[src/rtl/cache_arb_pkg.sv]
// rtl/cache_arb_pkg.sv - shared types and op codes for the cache port arbiter
package cache_arb_pkg;

  typedef enum logic [1:0] {
    IDLE    = 2'd0,
    OWN_CPU = 2'd1,
    OWN_SNP = 2'd2
  } arb_state_t;

  typedef enum logic [1:0] {
    OWNER_NONE = 2'd0,
    OWNER_CPU  = 2'd1,
    OWNER_SNP  = 2'd2
  } owner_t;

  localparam logic [1:0] OP_NONE  = 2'b00;
  localparam logic [1:0] OP_READ  = 2'b01;
  localparam logic [1:0] OP_WRITE = 2'b10;
  localparam logic [1:0] OP_INVAL = 2'b11;

  // A CPU request only counts when it carries a real operation.
  function automatic logic cpu_op_valid(logic [1:0] op);
    case (op)
      OP_READ, OP_WRITE, OP_INVAL: cpu_op_valid = 1'b1;
      OP_NONE:                     cpu_op_valid = 1'b0;
      default:                     cpu_op_valid = 1'b0;
    endcase
  endfunction

endpackage

[src/rtl/cache_arb_watchdog.sv]
// rtl/cache_arb_watchdog.sv - ownership timeout counter for the cache port arbiter
module cache_arb_watchdog #(
  parameter int TIMEOUT_CYCLES = 256
) (
  input  logic clk_i,
  input  logic rst_ni,
  input  logic own_i,
  input  logic done_i,
  output logic expire_o,
  output logic err_o
);

  localparam int CW = $clog2(TIMEOUT_CYCLES + 1);

  logic [CW-1:0] count_q;
  logic          err_q;

  // Fires in the last owned cycle so the grant drops on the same edge that raises the error.
  assign expire_o = own_i && !done_i && (count_q == CW'(TIMEOUT_CYCLES - 1));
  assign err_o    = err_q;

  // Count owned cycles since dp_start; clear whenever ownership ends.
  always_ff @(posedge clk_i) begin
    if (!rst_ni) begin
      count_q <= '0;
      err_q   <= 1'b0;
    end else begin
      err_q <= expire_o;
      if (!own_i || done_i || expire_o) begin
        count_q <= '0;
      end else begin
        count_q <= count_q + 1'b1;
      end
    end
  end

endmodule

[src/rtl/cache_port_arbiter.sv]
// rtl/cache_port_arbiter.sv - CPU/snoop arbiter for the shared cache datapath port (optional watchdog: CACHE_ARB_TIMEOUT_EN)
module cache_port_arbiter
  import cache_arb_pkg::*;
#(
  parameter int WIDTH_A          = 32,
  parameter int MAX_SNOOP_STREAK = 4,
  parameter int TIMEOUT_CYCLES   = 256
) (
  input  logic               clk,
  input  logic               rst_n,
  input  logic               cpu_req_valid,
  input  logic [1:0]         cpu_req_op,
  input  logic [WIDTH_A-1:0] cpu_req_addr,
  output logic               cpu_req_ready,
  input  logic               snp_req_valid,
  input  logic [3:0]         snp_req_type,
  input  logic [WIDTH_A-1:0] snp_req_addr,
  output logic               snp_req_ready,
  output logic               gnt_cpu,
  output logic               gnt_snp,
  output logic [WIDTH_A-1:0] gnt_addr,
  output logic [3:0]         gnt_op,
  output logic               dp_start,
  input  logic               dp_done,
  output logic               arb_err
);

  localparam logic [3:0] STREAK_MAX = 4'(MAX_SNOOP_STREAK);

  arb_state_t         state_q;
  logic [3:0]         streak_q;
  logic [3:0]         streak_d;
  logic               gnt_cpu_q;
  logic               gnt_snp_q;
  logic               dp_start_q;
  logic [WIDTH_A-1:0] gnt_addr_q;
  logic [3:0]         gnt_op_q;
  logic               cpu_valid;
  owner_t             winner;
  logic               expire;

  assign cpu_valid = cpu_req_valid && cpu_op_valid(cpu_req_op);

  // Pick the IDLE winner: snoops first unless the CPU has already waited out a full streak.
  always_comb begin
    winner = OWNER_NONE;
    if (state_q == IDLE) begin
      if (snp_req_valid && (!cpu_valid || (streak_q < STREAK_MAX))) begin
        winner = OWNER_SNP;
      end else if (cpu_valid) begin
        winner = OWNER_CPU;
      end
    end
  end

  // Streak counts snoop wins only while the CPU is kept waiting.
  always_comb begin
    streak_d = 4'd0;
    if (cpu_valid) begin
      streak_d = (streak_q >= STREAK_MAX) ? STREAK_MAX : streak_q + 4'd1;
    end
  end

  // Ready is suppressed during reset so no handshake is seen that the state cannot honour.
  assign cpu_req_ready = rst_n && (winner == OWNER_CPU);
  assign snp_req_ready = rst_n && (winner == OWNER_SNP);

`ifdef CACHE_ARB_TIMEOUT_EN
  cache_arb_watchdog #(
    .TIMEOUT_CYCLES(TIMEOUT_CYCLES)
  ) u_watchdog (
    .clk_i    (clk),
    .rst_ni   (rst_n),
    .own_i    (state_q != IDLE),
    .done_i   (dp_done),
    .expire_o (expire),
    .err_o    (arb_err)
  );
`else
  logic unused_timeout;
  assign unused_timeout = |TIMEOUT_CYCLES;
  assign expire  = 1'b0;
  assign arb_err = 1'b0;
`endif

  // Ownership FSM with registered grant, start pulse and latched request payload.
  always_ff @(posedge clk) begin
    if (!rst_n) begin
      state_q    <= IDLE;
      streak_q   <= 4'd0;
      gnt_cpu_q  <= 1'b0;
      gnt_snp_q  <= 1'b0;
      dp_start_q <= 1'b0;
      gnt_addr_q <= '0;
      gnt_op_q   <= 4'd0;
    end else begin
      dp_start_q <= 1'b0;
      case (state_q)
        IDLE: begin
          if (winner == OWNER_SNP) begin
            state_q    <= OWN_SNP;
            gnt_snp_q  <= 1'b1;
            dp_start_q <= 1'b1;
            gnt_addr_q <= snp_req_addr;
            gnt_op_q   <= snp_req_type;
            streak_q   <= streak_d;
          end else if (winner == OWNER_CPU) begin
            state_q    <= OWN_CPU;
            gnt_cpu_q  <= 1'b1;
            dp_start_q <= 1'b1;
            gnt_addr_q <= cpu_req_addr;
            gnt_op_q   <= {2'b00, cpu_req_op};
            streak_q   <= 4'd0;
          end
        end
        OWN_CPU, OWN_SNP: begin
          if (dp_done || expire) begin
            state_q   <= IDLE;
            gnt_cpu_q <= 1'b0;
            gnt_snp_q <= 1'b0;
          end
        end
        default: begin
          state_q   <= IDLE;
          gnt_cpu_q <= 1'b0;
          gnt_snp_q <= 1'b0;
        end
      endcase
    end
  end

  assign gnt_cpu  = gnt_cpu_q;
  assign gnt_snp  = gnt_snp_q;
  assign dp_start = dp_start_q;
  assign gnt_addr = gnt_addr_q;
  assign gnt_op   = gnt_op_q;

endmodule

[config.mk]
export PLATFORM = sky130hd
export DESIGN_NAME = cache_port_arbiter
export DESIGN_NICKNAME = d
export VERILOG_FILES = /design/src/rtl/cache_arb_pkg.sv /design/src/rtl/cache_arb_watchdog.sv /design/src/rtl/cache_port_arbiter.sv
export SDC_FILE = /design/constraint.sdc
export NUM_CORES = 1
export LEC_CHECK = 0
export ABC_CLOCK_PERIOD_IN_PS = 2100
export CAP_MARGIN = 20
export CORE_UTILIZATION = 39
export DETAILED_ROUTE_END_ITERATION = 16
export HOLD_SLACK_MARGIN = 0.03
export PLACE_DENSITY = 0.9
export SLEW_MARGIN = 25
export SYNTH_ARGS = -nofsm -noshare
export SYNTH_HDL_FRONTEND = slang
export SYNTH_SLANG_ARGS = --single-unit
[constraint.sdc]
create_clock -name clk -period 2.1 [get_ports clk]
set_input_delay 0.42 -clock clk [delete_from_list [all_inputs] [get_ports clk]]
set_output_delay 0.42 -clock clk [all_outputs]
set_load 0.005 [all_outputs]
== Yosys cells after proc, flatten, opt, wreduce, memory -nomap -nowiden ==
Index checks and enable logic that the tools add are counted.
Word-level totals
  register bits after elaboration: 45
  bits in latches: 0
  memory bits (writable): 0
  bits in read-only memories: 0
  input port bits: 75
  logic and storage cells: 62
  memories: 0
Cells by class
  add/sub/neg operators: 1
  multipliers: 0
  divide/modulo/power cells: 0
  $lt $le $gt $ge: 2
  eq/ne operators: 12
  shift operators: 0
  mux-type cells: 24
  bitwise operators: 0
  reduce and logical (&&, ||, !) cells: 16
Operator list (count)
  2-to-1 mux 32 bit: 2
  2-to-1 mux 4 bit: 6
  2-to-1 mux 2 bit: 5
  equality test 2 bit (second input constant): 4
  AND reduction 2 bit: 4
  2-to-1 mux 1 bit: 7
  equality test 2 x 1 -> 1 bit (second input constant): 3
  case mux 1 bit (2 select lines): 3
  adder 4 x 1 -> 4 bit (second input constant): 1
  greater-or-equal comparator 4 x 3 -> 1 bit (second input constant): 1
  logical AND 1 bit: 4
  logical NOT 2 bit: 2
  less-than comparator 4 x 3 -> 1 bit (second input constant): 1
  != test 2 x 1 -> 1 bit (second input constant): 2
  != test 2 bit (second input constant): 2
  case mux 2 bit (2 select lines): 1
  != test 3 x 1 -> 1 bit (second input constant): 1
  AND reduction 3 bit: 1
  OR reduction 3 bit: 1
  nonzero test 2 bit: 1
  OR reduction 2 bit: 1
  logical NOT 1 bit: 1
  logical OR 1 bit: 1

== Longest topological paths before layout ==
  depth after elaboration: 13
  depth in mapped cells: 10
  gate-level depth less buffers: 8

== Worst setup path after synthesis ==
OpenSTA, ideal clock, no wires.
  path type: reg-to-output
  start: reg state_q[0]
  end: out snp_req_ready
  arrival: 1.400 ns
  data required time: 1.680 ns
  path slack: 0.280 ns
  cell stages (with the launch flop): 9
  path buffers: 2
  cell sequence: dfxtp_1 > inv_1 > ha_1 > o211ai_1 > inv_1 > ha_1 > buf_2 > buf_2 > and2_1
On the way
  word-level cells in the longest chain between the ends: 4
RTL lines
  start: declaration: line cache_port_arbiter.sv:30  | arb_state_t state_q;
  start signal: assignment: line cache_port_arbiter.sv:89  | state_q <= IDLE;
  start signal: assignment: line cache_port_arbiter.sv:101  | state_q <= OWN_SNP;
  start signal: assignment: line cache_port_arbiter.sv:108  | state_q <= OWN_CPU;
  logical NOT 2 bit: line cache_port_arbiter.sv:47  | if (state_q == IDLE) begin
  2-to-1 mux 2 bit: line cache_port_arbiter.sv:47
  equality test 2 bit: line cache_port_arbiter.sv:66  | assign snp_req_ready = rst_n && (winner == OWNER_SNP);
  logical AND 1 bit: line cache_port_arbiter.sv:66
  end: declaration: line cache_port_arbiter.sv:18  | output logic snp_req_ready,
Every way passes these cells.

== Final worst setup path ==
  start: in cpu_req_valid
  end: out snp_req_ready
On the way
  word-level cells in the longest chain between the ends: 8
  elaborated cells between the ends (all ways): 9
  those cells by class: 1 x eq/ne; 3 x mux; 5 x reduce/logical
RTL lines
  start: declaration: line cache_port_arbiter.sv:11  | input logic cpu_req_valid,
  logical AND 1 bit (*): line cache_port_arbiter.sv:42  | assign cpu_valid = cpu_req_valid && cpu_op_valid(cpu_req_op);
  logical NOT 1 bit: line cache_port_arbiter.sv:48  | if (snp_req_valid && (!cpu_valid || (streak_q < STREAK_MAX))) begin
  logical OR 1 bit: line cache_port_arbiter.sv:48
  logical AND 1 bit: line cache_port_arbiter.sv:48
  2-to-1 mux 2 bit (*): line cache_port_arbiter.sv:48
  2-to-1 mux 2 bit (*): line cache_port_arbiter.sv:47
  equality test 2 bit (*): line cache_port_arbiter.sv:66
  logical AND 1 bit (*): line cache_port_arbiter.sv:66
Every way passes the cells marked *; elsewhere a longest branch is shown, timed or not.

==> results.yml <==
pwr:
  internal_power_w: 0.00212
  power_switching_w: 0.000880
  powerDensity_nw_per_um2: 850
  comb_power_share: 0.429
  switching_share: 0.294
  peakVddDrop_mv: 0.445
  p_clk_frac: 0.193
  p_leak_nw: 1.70
  seqPwrFrac: 0.378
timing:
  max_freq_ghz: 0.498
  fin_worst_skew_ns: 0.00612
  drv_slew: 0
  setup_slack_ns: 0.0915
  min_period_ns: 2.01
  tns_ns: 0
  finalHoldViolCount: 0
  fin_crit_sh: 0.956
  setup_viol: 0
place:
  place.port_buffers: 115
  place_ws_ns: -0.527
  place_area_um2: 3390
  gp_congestion: 0.750
  dp_cells: 396
  hpwl_mm: 4.04
cts:
  clk_path_buf_depth: 2
  clk_pin_slew_worst_paths_ns: 0.08
  htree_levels: 2
  insertion_delay_ns: 0.29
  cts_buffers: 5
  cts-root-buf: "clkbuf_8"
  cts_sinks: 45
  hold_buffers: 0
  cts_tree: "done"
layout:
  seqCellArea_um2: 905
  final_cell_mix: "clkdlybuf4s50_1 (108), dfxtp_1 (42), nand2_1 (38)"
  area_delta_synth_final_pct: 60.1
  design_area_um2: 3520
  drive_above_1_share: 0.122
  antenna_cells: 0
  layout_commonest_cell: "clkdlybuf4s50_1"
  multi_input_area_um2: 1150
  fillCellCount: 430
  fin_cells: 406
  nets: 414
global_routing:
  grt_pass1_vias: 1976
  grt_usage: 0.183
  grt_first_pass_wirelength_mm: 8.78
  gr-total-overflow: 0
  antenna_found_initial: 0
  grt_max_degree: 45
routing:
  wl_met2_mm: 2.65
  totalWireLength_mm: 5.53
  drc_errors: 0
  antenna_left: 0
  dr.pass1.iters: 4
  num_vias: 2021
  wire_per_inst_um: 13.6
  first_iter_violations: 108
  vias_per_cell: 4.98
  wl_met1_mm: 2.32
  met3WireLength_um: 507
  maxUsedRoutingLayer: "met4"
die:
  start_util: 0.418
  core_um2: 5270
  fp.dieH_um: 77.1
  rows: 26
  dieArea_um2: 5950
  ios: 117
  die_x_um: 77.1
synthesis:
  yosysWarningCount: 0
  ys_seq_elements: 45
  syn_inst: 219
  avgSynthCellArea_um2: 10.0
  synth_ff_type: "dfxtp_1"
  ys_types: 33
  seq_area_frac_synth: 0.409
  synth-edff-count: 0
  syn-num-nets: 298
  async_flop_share: 0
  synth_area_um2: 2200
hold_path:
  hold_path.class: "in2reg"
flow_run:
  cap_violations: 0
setup_path:
  worst-endpoint-required_ns: 1.68
  start_kind: "primary input"
  critPathCaptureType: "output pin"
  critPathKind: "in2out"
  worstPathArrival_ns: 1.59
  path_max_fanout: 2
outcome:
  status: "finished clean"
==> critical path, stage by stage <==
cell and delay, ns:
dlygate4sd2_1 0.24, o21ai_2 0.09, o211ai_1 0.25, buf_4 0.15, inv_1 0.03, ha_2 0.16, and2_4 0.13, buf_2 0.11
==> Yosys cell counts (2+ instances only) <==
| cell | count | area share |
|---|---|---|
| a21boi_0 | 2 | 0.0068 |
| a21oi_1 | 3 | 0.0068 |
| and2_1 | 3 | 0.0085 |
| buf_2 | 2 | 0.0045 |
| buf_4 | 5 | 0.017 |
| buf_6 | 5 | 0.026 |
| clkbuf_1 | 4 | 0.0068 |
| clkbuf_8 | 2 | 0.013 |
| dfxtp_1 | 45 | 0.41 |
| ha_1 | 4 | 0.023 |
| inv_1 | 4 | 0.0068 |
| mux2i_1 | 34 | 0.15 |
| nand2_1 | 38 | 0.065 |
| nand2b_1 | 2 | 0.0057 |
| nand3_1 | 7 | 0.016 |
| nor2_1 | 6 | 0.010 |
| o211a_1 | 34 | 0.15 |
| o21ai_0 | 4 | 0.0091 |
==> flip-flops by register name (all words and copies together) (netlist names) <==
register	flops
streak_q	4
gnt_snp	1
gnt_cpu	1
dp_start	1
gnt_addr	32
gnt_op	4
state_q	2
==> path summary, 6_finish.rpt <==
path                           start                        end  slack (ns)  cells past startpoint
max                    cpu_req_valid              snp_req_ready        0.09                      8
min                            rst_n  gnt_addr[18]$_SDFFE_PN0P_        0.43                      2
max reg2reg  state_q[1]$_SDFFE_PN0P_     gnt_op[1]$_SDFFE_PN0P_        0.15                     11
min reg2reg   gnt_op[3]$_SDFFE_PN0P_     gnt_op[3]$_SDFFE_PN0P_        0.46                      2
==> metrics by stage <==
step	hold slack, ns	total power [W]	util
detailed placement	0.454	0.00242	0.644
CTS	0.425	0.00303	0.668
finish	0.434	0.00300	0.669
global placement	0.452	0.00238	0.644
floorplan	0.444	0.00184	-
global route	0.441	0.00318	0.669
==> power by group through the flow <==
stage	combinational (W)	sequential (W)	clock (W)
floorplan	0.000671	0.00116	0
global placement	0.00124	0.00114	0
detailed placement	0.00127	0.00115	0
CTS	0.00129	0.00113	0.000601
global route	0.00139	0.00116	0.000629
finish	0.00129	0.00113	0.000577
==> cell type report <==
type | instances | share of cell area
well taps | 70 | 0.0248
repair buffers | 128 | 0.360
clock buffers | 7 | 0.0273
clock inverters | 1 | 0.00142
multi-input cells | 151 | 0.325
flip-flops and latches | 45 | 0.257
inverters | 4 | 0.00426
==> timing repair <==
action / in CTS / in global routing
endpoints found under the hold margin: 0 / 0
endpoints found under the setup margin: 43 / 2
pin swaps: 3 / 2
gates resized for setup: 19 / 7
cloned: 0 / 0
setup buffers: 2 / 1
==> metal layers <==
layer,global-route usage,up-vias
met5,0,-
met2,0.318,85
met1,0.205,925
li1,-,1005
met3,0.0738,6
met4,0.0472,0
==> cell families after synthesis <==
kind of cell             share of synthesized area
multiplexers                                 0.155
buffers and inverters                       0.0824
flip-flops                                   0.409
adder cells (fa/ha/maj)                     0.0227
AO/OA/AOI/OAI                                0.200
AND/OR/NAND/NOR                              0.129
other                                      0.00170
No activity file was read; power rests on OpenSTA's default activity.
==> patch 1 (config.mk and constraints unchanged) <==
Make the reset (`rst_n`) asynchronous in one clocked block.
--- a/src/rtl/cache_port_arbiter.sv
+++ b/src/rtl/cache_port_arbiter.sv
@@ -85,5 +85,5 @@
 
   // Ownership FSM with registered grant, start pulse and latched request payload.
-  always_ff @(posedge clk) begin
+  always_ff @(posedge clk or negedge rst_n) begin
     if (!rst_n) begin
       state_q    <= IDLE;
Behaviour: differs if rst_n is asserted again (counterexample within 4 cycles, from zero or initial values and one cycle with rst_n low); with rst_n held inactive, the same outputs for 10 cycles.
==> patch 1 against the original RTL <==
  * Sequential share of layout area rose by 6.3 points
  * First-iteration DRC count fell by 74%
  * Routed wire length fell by 6.0%
  * Sequential cell count did not move
  * Sequential power rose by 29%
  * Worst setup slack improved by 0.020 ns
  * Synthesized area fell by 0.80%
  * Power rose by 49%
  * Design area barely moved
  * Clock power fell by 9.9%
==> patch 1: results (changes against the original RTL) <==
| Metric | Value |
|---|---|
| Vias in the first global route | `1,945 (-1.6%)` |
| Hold Crit Depth | `2 (unchanged)` |
| Routed wire per std cell | `12.88 um (-5.3%)` |
| 1st-pass router iterations | `4 (unchanged)` |
| Cells after synthesis | `209 (-4.6%)` |
| Status | `finished clean` |
| DR vias | `1,900 (-6.0%)` |
| HP Class | `flip-flop to flip-flop` |
| Synth cell count leaders | `dfrtp_1 (45), nand2_1 (41), mux2i_1 (34)` |
| DP HPWL | `4.006 mm (-0.72%)` |
| Seq/Total Area, Yosys | `0.5158 (+0.1064)` |
| R2R depth | `8 (-3)` |
| Placed cell areas | `0.003408 sq mm (+0.48%)` |
| Hold_sp | `gnt_addr[29]$_DFFE_PN0P_` |
| Critical path's largest stage delay | `0.48 ns (+0.23 ns)` |
| Worst r2r src | `state_q[0]$_DFFE_PN0P_` |
| P_leak | `1.538 nW (-9.3%)` |
| Placer Congestion | `0.7768 (+3.6%)` |
| # fillers | `430 (unchanged)` |
| Post-synthesis cell type count | `29 (-12%)` |
| 1st-iter DRT viols | `28 (-74%)` |
| Overall Global Routing Usage | `0.1816 (-0.001011)` |
| Synth Net Count | `288 (-3.4%)` |
| Largest register FFs | `32 (unchanged)` |
| Vias per inst | `4.715 (-5.3%)` |
| Clock Skew | `0.009516 ns (+0.003393 ns)` |
| Top post-synthesis cells by area | `dfrtp_1 (52%), mux2i_1 (16%), o21ai_1 (7.3%)` |
| # nets final | `411 (-0.72%)` |
| CP Max Fanout | `2 (unchanged)` |
| Worst endpoint data arrival time | `1.57 ns (-0.02 ns)` |
| Root buf cell | `clkbuf_8` |
| First-pass GRT wire length | `8.521 mm (-2.9%)` |
| Largest net degree at the start of global routing | `39 (-13%)` |
| Worst VDD drop | `0.0008475 V (+90%)` |
| Multi-input logic area | `924.6 sq um (-19%)` |
| Cell count after placement | `393 (-0.76%)` |
| Yosys warnings | `0 (unchanged)` |
| N_diodes | `0 (unchanged)` |
| Ys async rst share | `1.000 (+1.000)` |
| CP max stage cell | `clkdlybuf4s50_1` |
| Crit path from | `snp_req_valid` |
| Layout cells sized above 1 | `0.1051 (-0.01692)` |
| Synth area leader | `dfrtp_1` |
==> patch 1: changes by cell type after synthesis, moves of 3 or more <==
cell     delta
buf_4       -3
buf_6       +3
dfrtp_1    +45
dfxtp_1    -45
nand2_1     +3
nand3_1     -4
nor2_1      -3
o211a_1    -34
o21ai_0     -3
o21ai_1    +32
o21ai_2     +3
==> patch 1: metal layers <==
layer	up-vias	GRT usage	wire length, um
met5	-	0	0
met4	0	0.04038	41
met3	6	0.05357	400
met2	80	0.3348	2652
met1	854	0.2040	2097
li1	960	-	-
==> patch 1: area by class of cell <==
class	instances	share of cell area
clock buffer	6	0.02060
clock inverter	2	0.004263
inverter	7	0.008881
multi-input combinational	143	0.2625
sequential	45	0.3197
tap	70	0.02487
timing repair buffer	130	0.3591
==> patch 1: what timing repair did <==
item,4_1_cts,5_1_grt
endpoints found under the hold margin,7,0
pin swaps,2,1
resized for setup,13,2
hold buffers,1,0
setup endpoints to repair,2,2
setup buffers,1,0
==> patch 1: critical path: cells and delay by family <==
kind,cells,cell delay [ns]
buffers and inverters,3,0.73
adder cells (fa/ha/maj),1,0.18
AND/OR/NAND/NOR,1,0.13
AO/OA/AOI/OAI,1,0.11
==> patch 1: report_power, final <==
part           internal [W]  total (W)  switching [W]
combinational       0.00137    0.00248        0.00111
clock              0.000234   0.000520       0.000285
sequential          0.00127    0.00146       0.000193
==> patch 1: path summary, 6_finish.rpt <==
kind / to / slack, ns
worst min register to register: gnt_addr[29]$_DFFE_PN0P_ / 0.49
worst max register to register: gnt_addr[5]$_DFFE_PN0P_ / 0.17
worst min-delay path: gnt_addr[29]$_DFFE_PN0P_ / 0.49
max in group asynchronous: gnt_addr[18]$_DFFE_PN0P_ / 0.85
min in group asynchronous: gnt_addr[25]$_DFFE_PN0P_ / 0.51
worst max-delay path: cpu_req_ready / 0.11
==> patch 1: per-stage QoR <==
stage / setup slack (ns) / power, W
global route: 0.006036 / 0.004846
CTS: 0.01819 / 0.004540
global placement: -0.4041 / 0.003857
finish: 0.1116 / 0.004462
detailed placement: -0.4439 / 0.003966
floorplan: 0.2283 / 0.002870
==> patch 1: kinds of logic (layout without fill, tap and decap cells) <==
logic type               after synthesis  after routing  synth area share
AND/OR/NAND/NOR                       56             56            0.1095
AO/OA/AOI/OAI                         48             48            0.1244
flip-flops                            45             45            0.5158
multiplexers                          34             34            0.1559
buffers and inverters                 21            145           0.06991
adder cells (fa/ha/maj)                4              4           0.02292
other                                  1              1          0.001718
==> patch 2 (config.mk and constraints unchanged) <==
Made on the original files. Change the parameter `WIDTH_A` from 32 to 36.
--- a/src/rtl/cache_port_arbiter.sv
+++ b/src/rtl/cache_port_arbiter.sv
@@ -3,5 +3,5 @@
   import cache_arb_pkg::*;
 #(
-  parameter int WIDTH_A          = 32,
+  parameter int WIDTH_A          = 36,
   parameter int MAX_SNOOP_STREAK = 4,
   parameter int TIMEOUT_CYCLES   = 256
Interface: changed (resized cpu_req_addr, gnt_addr and snp_req_addr); port bits go from 117 to 129. The function was not compared with the original's and may differ.
==> patch 2 against the original RTL <==
  * Power down 1.3%
  * Count of clock-buffer cells in the layout increased by 1
  * Register-to-register slack improved by 0.02 ns
  * Design area rose by 8.3%
  * Sequential cell count up 4
  * Routed wire length up 9.0%
  * First-iteration DRC count shrank 56%
  * Worst setup slack worse by 0.030 ns
  * Synthesized area increased by 8.9%
  * Largest cell class unchanged
==> patch 2: results (changes against the original RTL) <==
| Metric | Value |
|---|---|
| Clock Skew | `0.008444 ns (+0.002321 ns)` |
| Sequential share of power | `0.406 (+0.028)` |
| Synth cell count leaders | `dfxtp_1 (49), nand2_1 (41), mux2i_1 (38), o211a_1 (38), buf_6 (8)` |
| Clock buffer cells | `8 (+1)` |
| # nets final | `452 (+9.2%)` |
| Cell count after placement | `429 (+8.3%)` |
| Met3 global-route usage | `0.05455 (-0.01926)` |
| Routed wire per std cell | `13.65 um (+0.33%)` |
| Cells after synthesis | `238 (+8.7%)` |
| P_leak | `1.843 nW (+8.7%)` |
| Post-synthesis cell type count | `32 (-3.0%)` |
| Crit path capture | `cpu_req_ready` |
| Status | `finished clean` |
| Placed cell areas | `0.003686 sq mm (+8.7%)` |
| Synth Area in Compound Gates | `0.1999 (-0.0002181)` |
| Post-place setup slack | `-0.5888 ns (-0.06155 ns)` |
| First-pass GRT wire length | `9.708 mm (+11%)` |
| Number of sequential cells | `49 (+8.9%)` |
| Pint | `0.002101 W (-0.77%)` |
| Final non-clock buffer share | `0.3673 (+0.006989)` |
| Synth Area in Adders | `0.02088 (-0.001863)` |
| Layout cells sized above 1 | `0.09563 (-0.02640)` |
| Worst r2r src | `state_q[0]$_SDFFE_PN0P_` |
| Vias in the first global route | `2,131 (+7.8%)` |
| Vias per inst | `5.023 (+0.90%)` |
| Metal2 WL | `3.105 mm (+17%)` |
| Final worst path period share | `0.9707 (+0.01424)` |
| Non-clock buffer count | `142 (+11%)` |
| R2R Setup Slk | `0.17 ns (+0.02 ns)` |
| CP Max Fanout | `3 (+1)` |
| Worst endpoint data arrival time | `1.62 ns (+0.03 ns)` |
| Wl on met1 | `2.380 mm (+2.6%)` |
| Placer Congestion | `0.7095 (-5.4%)` |
| Switching part of the total | `0.2901 (-0.003451)` |
| Fraction of area in multi-input gates | `0.3257 (+0.0005187)` |
| # fillers | `513 (+19%)` |
| Die area | `0.006464 sq mm (+8.7%)` |
| 1st-iter DRT viols | `48 (-56%)` |
patch 2: worst min path at each step:
stage,from,to,slack [ns],cells past startpoint
floorplan,streak_q[1]$_SDFFE_PN0P_,streak_q[1]$_SDFFE_PN0P_,0.44,2
global placement,streak_q[1]$_SDFFE_PN0P_,streak_q[1]$_SDFFE_PN0P_,0.45,2
detailed placement,gnt_cpu$_SDFFE_PN0P_,gnt_cpu$_SDFFE_PN0P_,0.46,2
CTS,rst_n,gnt_addr[22]$_SDFFE_PN0P_,0.42,2
global route,rst_n,gnt_addr[22]$_SDFFE_PN0P_,0.42,2
finish,rst_n,gnt_addr[22]$_SDFFE_PN0P_,0.42,2
patch 2: cell families after synthesis:
kind of cell,after synthesis
flip-flops,49
AND/OR/NAND/NOR,67
buffers and inverters,26
adder cells (fa/ha/maj),4
other,1
multiplexers,38
AO/OA/AOI/OAI,53
patch 2: what timing repair did:
item,CTS,global route
pin swaps,5,2
resized for setup,16,7
setup buffers,4,0
endpoints found under the setup margin,48,25
